<file path="config.mk">
export PLATFORM = sky130hd
export DESIGN_NAME = segasys1_sndcmd_ctrl
export DESIGN_NICKNAME = d
export VERILOG_FILES = /design/src/rtl/segasys1_sndcmd_ctrl.sv
export SDC_FILE = /design/constraint.sdc
export NUM_CORES = 1
export LEC_CHECK = 0
export BUFFER_PORTS_ARGS = -buffer_cell sky130_fd_sc_hd__buf_2
export CAP_MARGIN = 20
export CORE_UTILIZATION = 45
export DETAILED_ROUTE_END_ITERATION = 10
export PLACE_DENSITY = 0.76
export SYNTH_ARGS = -nofsm -noshare
export SYNTH_HDL_FRONTEND = slang
export SYNTH_SLANG_ARGS = --single-unit
</file>
<file path="constraint.sdc">
create_clock -name CLK48M -period 1.5 [get_ports CLK48M]
set_clock_uncertainty 0.05 [all_clocks]
set_input_delay 0.15 -clock CLK48M [delete_from_list [all_inputs] [get_ports CLK48M]]
set_output_delay 0.15 -clock CLK48M [all_outputs]
set_load 0.03 [all_outputs]
</file>
<file path="src/rtl/segasys1_sndcmd_ctrl.sv">
// Sound-command scheduler: queues main-CPU command bytes and raises one sound-CPU NMI per command.
// Define SEGASYS1_SNDQ_FIFO_EN for the 2^DEPTH_LOG2 queue; otherwise a single-entry latch (newest wins).
module segasys1_sndcmd_ctrl #(
    parameter int unsigned DEPTH_LOG2 = 2,
    parameter int unsigned NMI_GAP    = 64
) (
    input  logic                  CLK48M,
    input  logic                  RESET,
    input  logic                  SNDRQ,
    input  logic [7:0]            SNDNO,
    input  logic                  SRD,
    output logic [7:0]            SNDDO,
    output logic                  SNMI,
    output logic                  SFULL,
    output logic [DEPTH_LOG2:0]   SCOUNT,
    output logic                  SOVF
);

    localparam int unsigned CW = DEPTH_LOG2 + 1;
    localparam int unsigned GW = $clog2(NMI_GAP + 1);
`ifdef SEGASYS1_SNDQ_FIFO_EN
    localparam int unsigned DEPTH = 1 << DEPTH_LOG2;
    localparam int unsigned PW    = DEPTH_LOG2;
`else
    localparam int unsigned DEPTH = 1;
`endif

    typedef enum logic [1:0] {
        S_IDLE,
        S_NMI,
        S_GAP
    } state_t;

    state_t          state_q, state_d;
    logic [GW-1:0]   gap_q, gap_d;
    logic            snmi_q, snmi_d;
    logic            rq_prev_q, rq_prev_d;
    logic            rd_prev_q, rd_prev_d;
    logic [CW-1:0]   count_q, count_d;
    logic            push, pop, full;

    // Strobe edge detection; previous levels reset high so a held strobe is not an edge.
    always_comb begin
        rq_prev_d = SNDRQ;
        rd_prev_d = SRD;
        full      = (count_q == CW'(DEPTH));
        push      = SNDRQ & ~rq_prev_q;
        pop       = SRD & ~rd_prev_q & (count_q != '0);
    end

`ifdef SEGASYS1_SNDQ_FIFO_EN
    logic [7:0]      mem_q [DEPTH];
    logic [7:0]      mem_d [DEPTH];
    logic [PW-1:0]   wp_q, wp_d;
    logic [PW-1:0]   rp_q, rp_d;
    logic            ovf_q, ovf_d;
    logic            accept;

    // A push into a full queue is still accepted when a pop frees a slot on the same edge.
    always_comb begin
        mem_d  = mem_q;
        wp_d   = wp_q;
        rp_d   = rp_q;
        ovf_d  = ovf_q;
        accept = push & (~full | pop);
        if (accept) begin
            mem_d[wp_q] = SNDNO;
            wp_d        = wp_q + PW'(1);
        end
        if (pop) begin
            rp_d = rp_q + PW'(1);
        end
        if (push && full && !pop) begin
            ovf_d = 1'b1;
        end
        count_d = count_q + CW'(accept) - CW'(pop);
    end

    always_ff @(posedge CLK48M) begin
        mem_q <= mem_d;
    end

    always_ff @(posedge CLK48M) begin
        if (RESET) begin
            wp_q  <= '0;
            rp_q  <= '0;
            ovf_q <= 1'b0;
        end else begin
            wp_q  <= wp_d;
            rp_q  <= rp_d;
            ovf_q <= ovf_d;
        end
    end

    assign SNDDO = (count_q == '0) ? 8'hFF : mem_q[rp_q];
    assign SOVF  = ovf_q;
`else
    logic [7:0]      latch_q, latch_d;

    always_comb begin
        latch_d = push ? SNDNO : latch_q;
        count_d = count_q;
        if (push) begin
            count_d = CW'(1);
        end else if (pop) begin
            count_d = '0;
        end
    end

    always_ff @(posedge CLK48M) begin
        latch_q <= latch_d;
    end

    assign SNDDO = (count_q == '0) ? 8'hFF : latch_q;
    assign SOVF  = 1'b0;
`endif

    // NMI sequencer: only a pop seen while NMI is asserted starts the gap.
    always_comb begin
        state_d = state_q;
        gap_d   = gap_q;
        case (state_q)
            S_IDLE: begin
                if (count_q != '0) begin
                    state_d = S_NMI;
                end
            end
            S_NMI: begin
                if (pop) begin
                    state_d = S_GAP;
                    gap_d   = GW'(NMI_GAP - 1);
                end
            end
            S_GAP: begin
                if (gap_q == '0) begin
                    state_d = S_IDLE;
                end else begin
                    gap_d = gap_q - GW'(1);
                end
            end
            default: state_d = S_IDLE;
        endcase
        snmi_d = (state_d == S_NMI);
    end

    always_ff @(posedge CLK48M) begin
        if (RESET) begin
            state_q   <= S_IDLE;
            gap_q     <= '0;
            snmi_q    <= 1'b0;
            rq_prev_q <= 1'b1;
            rd_prev_q <= 1'b1;
            count_q   <= '0;
        end else begin
            state_q   <= state_d;
            gap_q     <= gap_d;
            snmi_q    <= snmi_d;
            rq_prev_q <= rq_prev_d;
            rd_prev_q <= rd_prev_d;
            count_q   <= count_d;
        end
    end

    assign SNMI   = snmi_q;
    assign SFULL  = full;
    assign SCOUNT = count_q;

endmodule

</file>
After elaboration in Yosys (flattened, before gate mapping):

Cells that the tools add are included.

* add/sub/neg operators: 1
* equality and inequality tests: 5
* mux-type cells: 10
* bitwise gates (word level): 5
* reduce and logical (&&, ||, !) cells: 6

Operators by type and width (number)
* 2-to-1 mux 7 bit: 2
* one-hot mux 7 bit (2 select lines): 1
* 2-to-1 mux 8 bit: 1
* zero test 7 bit: 1
* subtractor 7 x 1 -> 7 bit (second input constant): 1
* 2-to-1 mux 2 bit: 3
* one-hot mux 2 bit (3 select lines): 1
* == test 2 x 1 -> 1 bit (second input constant): 2
* != test 2 bit (second input constant): 2
* nonzero test 2 bit: 2
* bitwise AND 1 bit: 3
* zero test 3 bit: 1
* AND reduction 3 bit: 1
* == test 2 bit (second input constant): 1
* zero test 2 bit: 1
* 2-to-1 mux 1 bit: 2
* NOT 1 bit: 2

* bits in registers: 21
* input bits: 12
* output and inout port bits: 14
* word-level logic and storage cells: 34

Depth between registers and ports, before layout:

* depth in word-level cells: 6
* gate-level depth with buffers: 7
* gate-level depth less buffers: 6

Least setup slack after synthesis:

No wires, ideal clock.

* path type: register to register
* start point: register gap_q[0]
* end point: register gap_q[3]
* setup time: 0.092 ns
* arrival: 1.365 ns
* required time: 1.358 ns
* setup slack: -0.007 ns
* stages on the path, launching flop included: 8
* path buffers: 1
* period minus slack after synthesis: 1.507 ns
* cells stage by stage: dfxtp_1 -> inv_1 -> ha_1 -> and2b_2 -> a21boi_2 -> buf_6 -> nor3_1 -> nor4_1

* cells in the longest elaborated chain, start to end: 3
* elaborated cells on any way between the ends: 6
* classes of those cells: 1 x add/sub; 1 x eq/ne; 2 x mux; 2 x reduce/logical

RTL lines
* from (decl): line 35 `logic [GW-1:0] gap_q, gap_d;`
* from (signal assigned): line 156 `gap_q <= gap_d;`
* subtractor 7 x 1 -> 7 bit or zero test 7 bit (tied branches): line 138, 135
* 2-to-1 mux 7 bit or != test 2 bit (tied branches)
* one-hot mux 7 bit (2 select lines) or AND reduction 3 bit (tied branches)

Parallel ways exist; a longest one is shown, timed or not. The select of a mux whose other input is x is not followed.
A chain may end at the register's enable or synchronous reset.

Worst setup path in the final report:

* start point: register gap_q[0]
* end point: register gap_q[4]

The elaborated chain is that of the path after synthesis.

==> impl_table.tex <==
\begin{tabular}{lr}
\hline
Metric & Value \\
\hline
\multicolumn{2}{l}{\textbf{Run status}} \\
Failing checks & setup timing \\
Status & finished with violations \\
\multicolumn{2}{l}{\textbf{Synthesis}} \\
Cell count after synthesis & 89 \\
Count of cell types in the netlist & 30 \\
Primary flip-flop cell chosen by synthesis mapping & dfxtp\_1 \\
Synthesized flop and latch total & 21 \\
Sequential cell area fraction in the yosys report & 52.2\% \\
Post-synthesis average cell area & 10.8 um\^{}2 \\
Number of warnings reported in the yosys synthesis log & 0 \\
Fraction of synthesis flops using an asynchronous set or reset pin & 0\% \\
Area of the mapped netlist & 960 um\^{}2 \\
Number of flops mapped to enable cells by yosys & 8 \\
\multicolumn{2}{l}{\textbf{Placed design}} \\
Detailed-placement wirelength estimate & 1170 um \\
Number of input and output port buffers inserted & 22 \\
Final Wtd Congestion & 0.785 \\
\multicolumn{2}{l}{\textbf{Worst setup path}} \\
Startpoint types & flip-flop \\
Arr. time, crit path & 1.63 ns \\
Stage delay of the slowest cell on the critical path & 0.35 ns \\
Crit path max-delay cell type & dfxtp\_2 \\
Endpoint class of the critical path & flip-flop \\
Data required time at the worst endpoint & 1.63 ns \\
Crit-path cells & inv\_2 > ha\_4 > and2b\_2 > a21boi\_2 > buf\_4 > nor3b\_1 > nor4\_1 \\
Peak fanout along the critical path & 4 \\
Critical path class & flip-flop to flip-flop \\
\multicolumn{2}{l}{\textbf{Clock network}} \\
Count of clock tree sinks & 21 \\
Num CTS Buffers & 3 \\
Clock network latency to the later pin of the worst-skew pair & 0.29 ns \\
Master cell of the clock root buffer & clkbuf\_4 \\
Clock tree buffer depth & 2 \\
Clock transition time at the flip-flop clock pins of the worst setup and hold paths & 0.11 ns \\
H-tree depth & 1 \\
TritonCTS clock tree & built \\
\multicolumn{2}{l}{\textbf{Drt}} \\
Vias & 765 \\
WL per Instance & 12.4 um \\
Number of nets with antenna violations after detailed routing & 0 \\
Number of DRC markers in iteration 0 & 7 \\
Routed WL & 1930 um \\
Post-detailed-route via-to-cell ratio & 4.94 \\
Total iterations of the first detailed-routing run & 2 \\
DRC errors left & 0 \\
\multicolumn{2}{l}{\textbf{Pwr}} \\
Reported leakage power & 0.511 nW \\
Cell area power density & 752 nW/um\^{}2 \\
Overall power consumption & 976 uW \\
Worst vdd rail ir drop & 0.547 mV \\
\multicolumn{2}{l}{\textbf{Timing}} \\
Timing-limited maximum frequency & 0.666 GHz \\
Period Utilization, post-route & 100\% \\
Final Hold Violating Endpoints & 0 \\
Summed negative setup slack over all endpoints & -0.00313 ns \\
Final-report setup violation count & 2 \\
Shortest period the worst path allows & 1.50 ns \\
RSZ-0062 raised after global routing & true \\
Post-route setup slack & -0.00178 ns \\
Number of slew-limit violations in the final report & 0 \\
\multicolumn{2}{l}{\textbf{Layout}} \\
Number of diodes added for antenna fixing & 0 \\
Post-layout nets & 143 \\
Layout-stage area growth over the synthesis result & 35.2\% \\
Final core occ & 65.5\% \\
Share of post-route cells with drive strength above 1 & 43.0\% \\
\multicolumn{2}{l}{\textbf{Global routing}} \\
Number of global-route vias before repair & 694 \\
Largest net degree at the start of global routing & 14 \\
Overall track demand over capacity in global routing & 17.4\% \\
Number of antenna violations at the first check in global routing & 0 \\
Aggregate global routing overflow & 0 \\
First-pass GRT wire length & 2760 um \\
\multicolumn{2}{l}{\textbf{Floorplanning}} \\
Initial standard-cell utilization of the core & 48.4\% \\
I/O pin count & 26 \\
Horiz. Die Dim & 48.2 um \\
Core Box Area & 1980 um\^{}2 \\
\# rows & 16 \\
Floorplan die height & 48.2 um \\
Total Die Area & 2320 um\^{}2 \\
\multicolumn{2}{l}{\textbf{Hold path}} \\
Hold WC Path Type & input port to flip-flop \\
\multicolumn{2}{l}{\textbf{Flow run}} \\
MaxCap Viol Count & 0 \\
\hline
\end{tabular}
==> Yosys cell counts, drive strengths merged (3+ instances only) <==
cell	instances	area (um^2)
nor2	6	22.5
nor3	8	40.0
nor4	3	33.8
dfxtp	13	260
nand2b	9	56.3
and3	3	18.8
a21oi	4	20.0
edfxtp	8	240
nor3b	3	22.5
buf	7	57.6
==> final timing paths <==
path | start | to | slack [ns] | depth (start not counted)
worst min register to register | state_q[1]$_SDFF_PP0_ | SNMI$_SDFF_PP0_ | 0.45 | 1
worst max-delay path | gap_q[0]$_SDFFE_PP0P_ | gap_q[4]$_SDFFE_PP0P_ | -0.002 | 7
worst min-delay path | SNDRQ | rq_prev_q$_SDFF_PP1_ | 0.002 | 2
worst max register to register | gap_q[0]$_SDFFE_PP0P_ | gap_q[4]$_SDFFE_PP0P_ | -0.002 | 7
==> layout by cell type (no fill, tap or decap), drive strengths merged <==
cell type	Yosys	routed
nand2b	9	9
inv	2	2
nor2	6	6
ha	2	2
nor4	3	3
nand3b	1	1
nor2b	1	1
a211o	1	1
and2b	2	2
a2111oi	2	2
a31o	1	1
conb	1	3
or2	2	2
a21boi	1	1
buf	7	33
nor3b	3	3
nand3	2	2
and3	3	3
dlygate4sd3	0	8
and3b	2	2
edfxtp	8	8
clkbuf	1	4
dfxtp	13	13
a21oi	4	4
nor3	8	8
a21o	1	1
o21a	1	1
a211oi	2	2
==> through the flow <==
step                area (um^2)  cells  worst slack [ns]  hold slack [ns]
finish                     1300    155          -0.00178          0.00196
global placement           1120    141            0.0536            0.277
detailed placement         1120    141           -0.0451            0.280
CTS                        1260    155            0.0232          0.00400
global route               1300    155           -0.0539          0.00631
floorplan                   967     91           0.00720            0.183
==> metal layers <==
layer | part of all wire, % | track usage, % | vias up
met5 | 0 | 0 | -
met4 | 0.47 | 5.00 | 0
met3 | 3.2 | 3.33 | 2
met2 | 55 | 35.5 | 22
met1 | 42 | 17.2 | 353
li1 | - | - | 388
==> layout make-up <==
type                    count  area [um^2]
repair buffers             41          277
multi-input cells          60          447
inverters                   2         7.51
flip-flops and latches     21          507
fillers                   161          684
well taps                  27         33.8
clock buffers               4         26.3
==> report_power, final <==
group / internal (mW) / switching (mW) / leakage [nW] / total (mW)
clock: 0.103 / 0.154 / 0.0150 / 0.258
sequential: 0.604 / 0.00517 / 0.181 / 0.609
combinational: 0.0461 / 0.0626 / 0.315 / 0.109
total: 0.754 / 0.222 / 0.511 / 0.976
==> worst max-delay path: cells and delay by family (launching register included) <==
family | cells | cell delay (ns)
adders and majority gates | 1 | 0.15
AOI/OAI and AO/OA | 1 | 0.17
DFF | 1 | 0.35
buffers and inverters | 2 | 0.21
and+or+nand+nor | 3 | 0.46
==> state kept, by name, indices dropped and copies added, names as in the netlist <==
name / flops
SCOUNT: 1
SNMI: 1
gap_q: 7
latch_q: 8
rd_prev_q: 1
rq_prev_q: 1
state_q: 2
==> what timing repair did <==
| item | 4_1_cts | 5_1_grt |
|---|---|---|
| setup buffers | 2 | 0 |
| gates resized for setup | 9 | 7 |
| endpoints found under the hold margin | 8 | 0 |
| endpoints found under the setup margin | 3 | 5 |
| pin swaps | 4 | 3 |
| hold buffers | 8 | 0 |
==> cell families (layout without fill, tap and decap cells) <==
kind of cell | Yosys count | count (layout) | share of synthesized area, %
AND/OR/NAND/NOR | 42 | 42 | 27.6
flip-flops | 21 | 21 | 52.2
AO/OA/AOI/OAI | 13 | 13 | 10.0
buffers and inverters | 10 | 47 | 7.17
adder cells (fa/ha/maj) | 2 | 2 | 2.61
other | 1 | 3 | 0.391
Note: power is estimated with default switching activity, not from simulation.
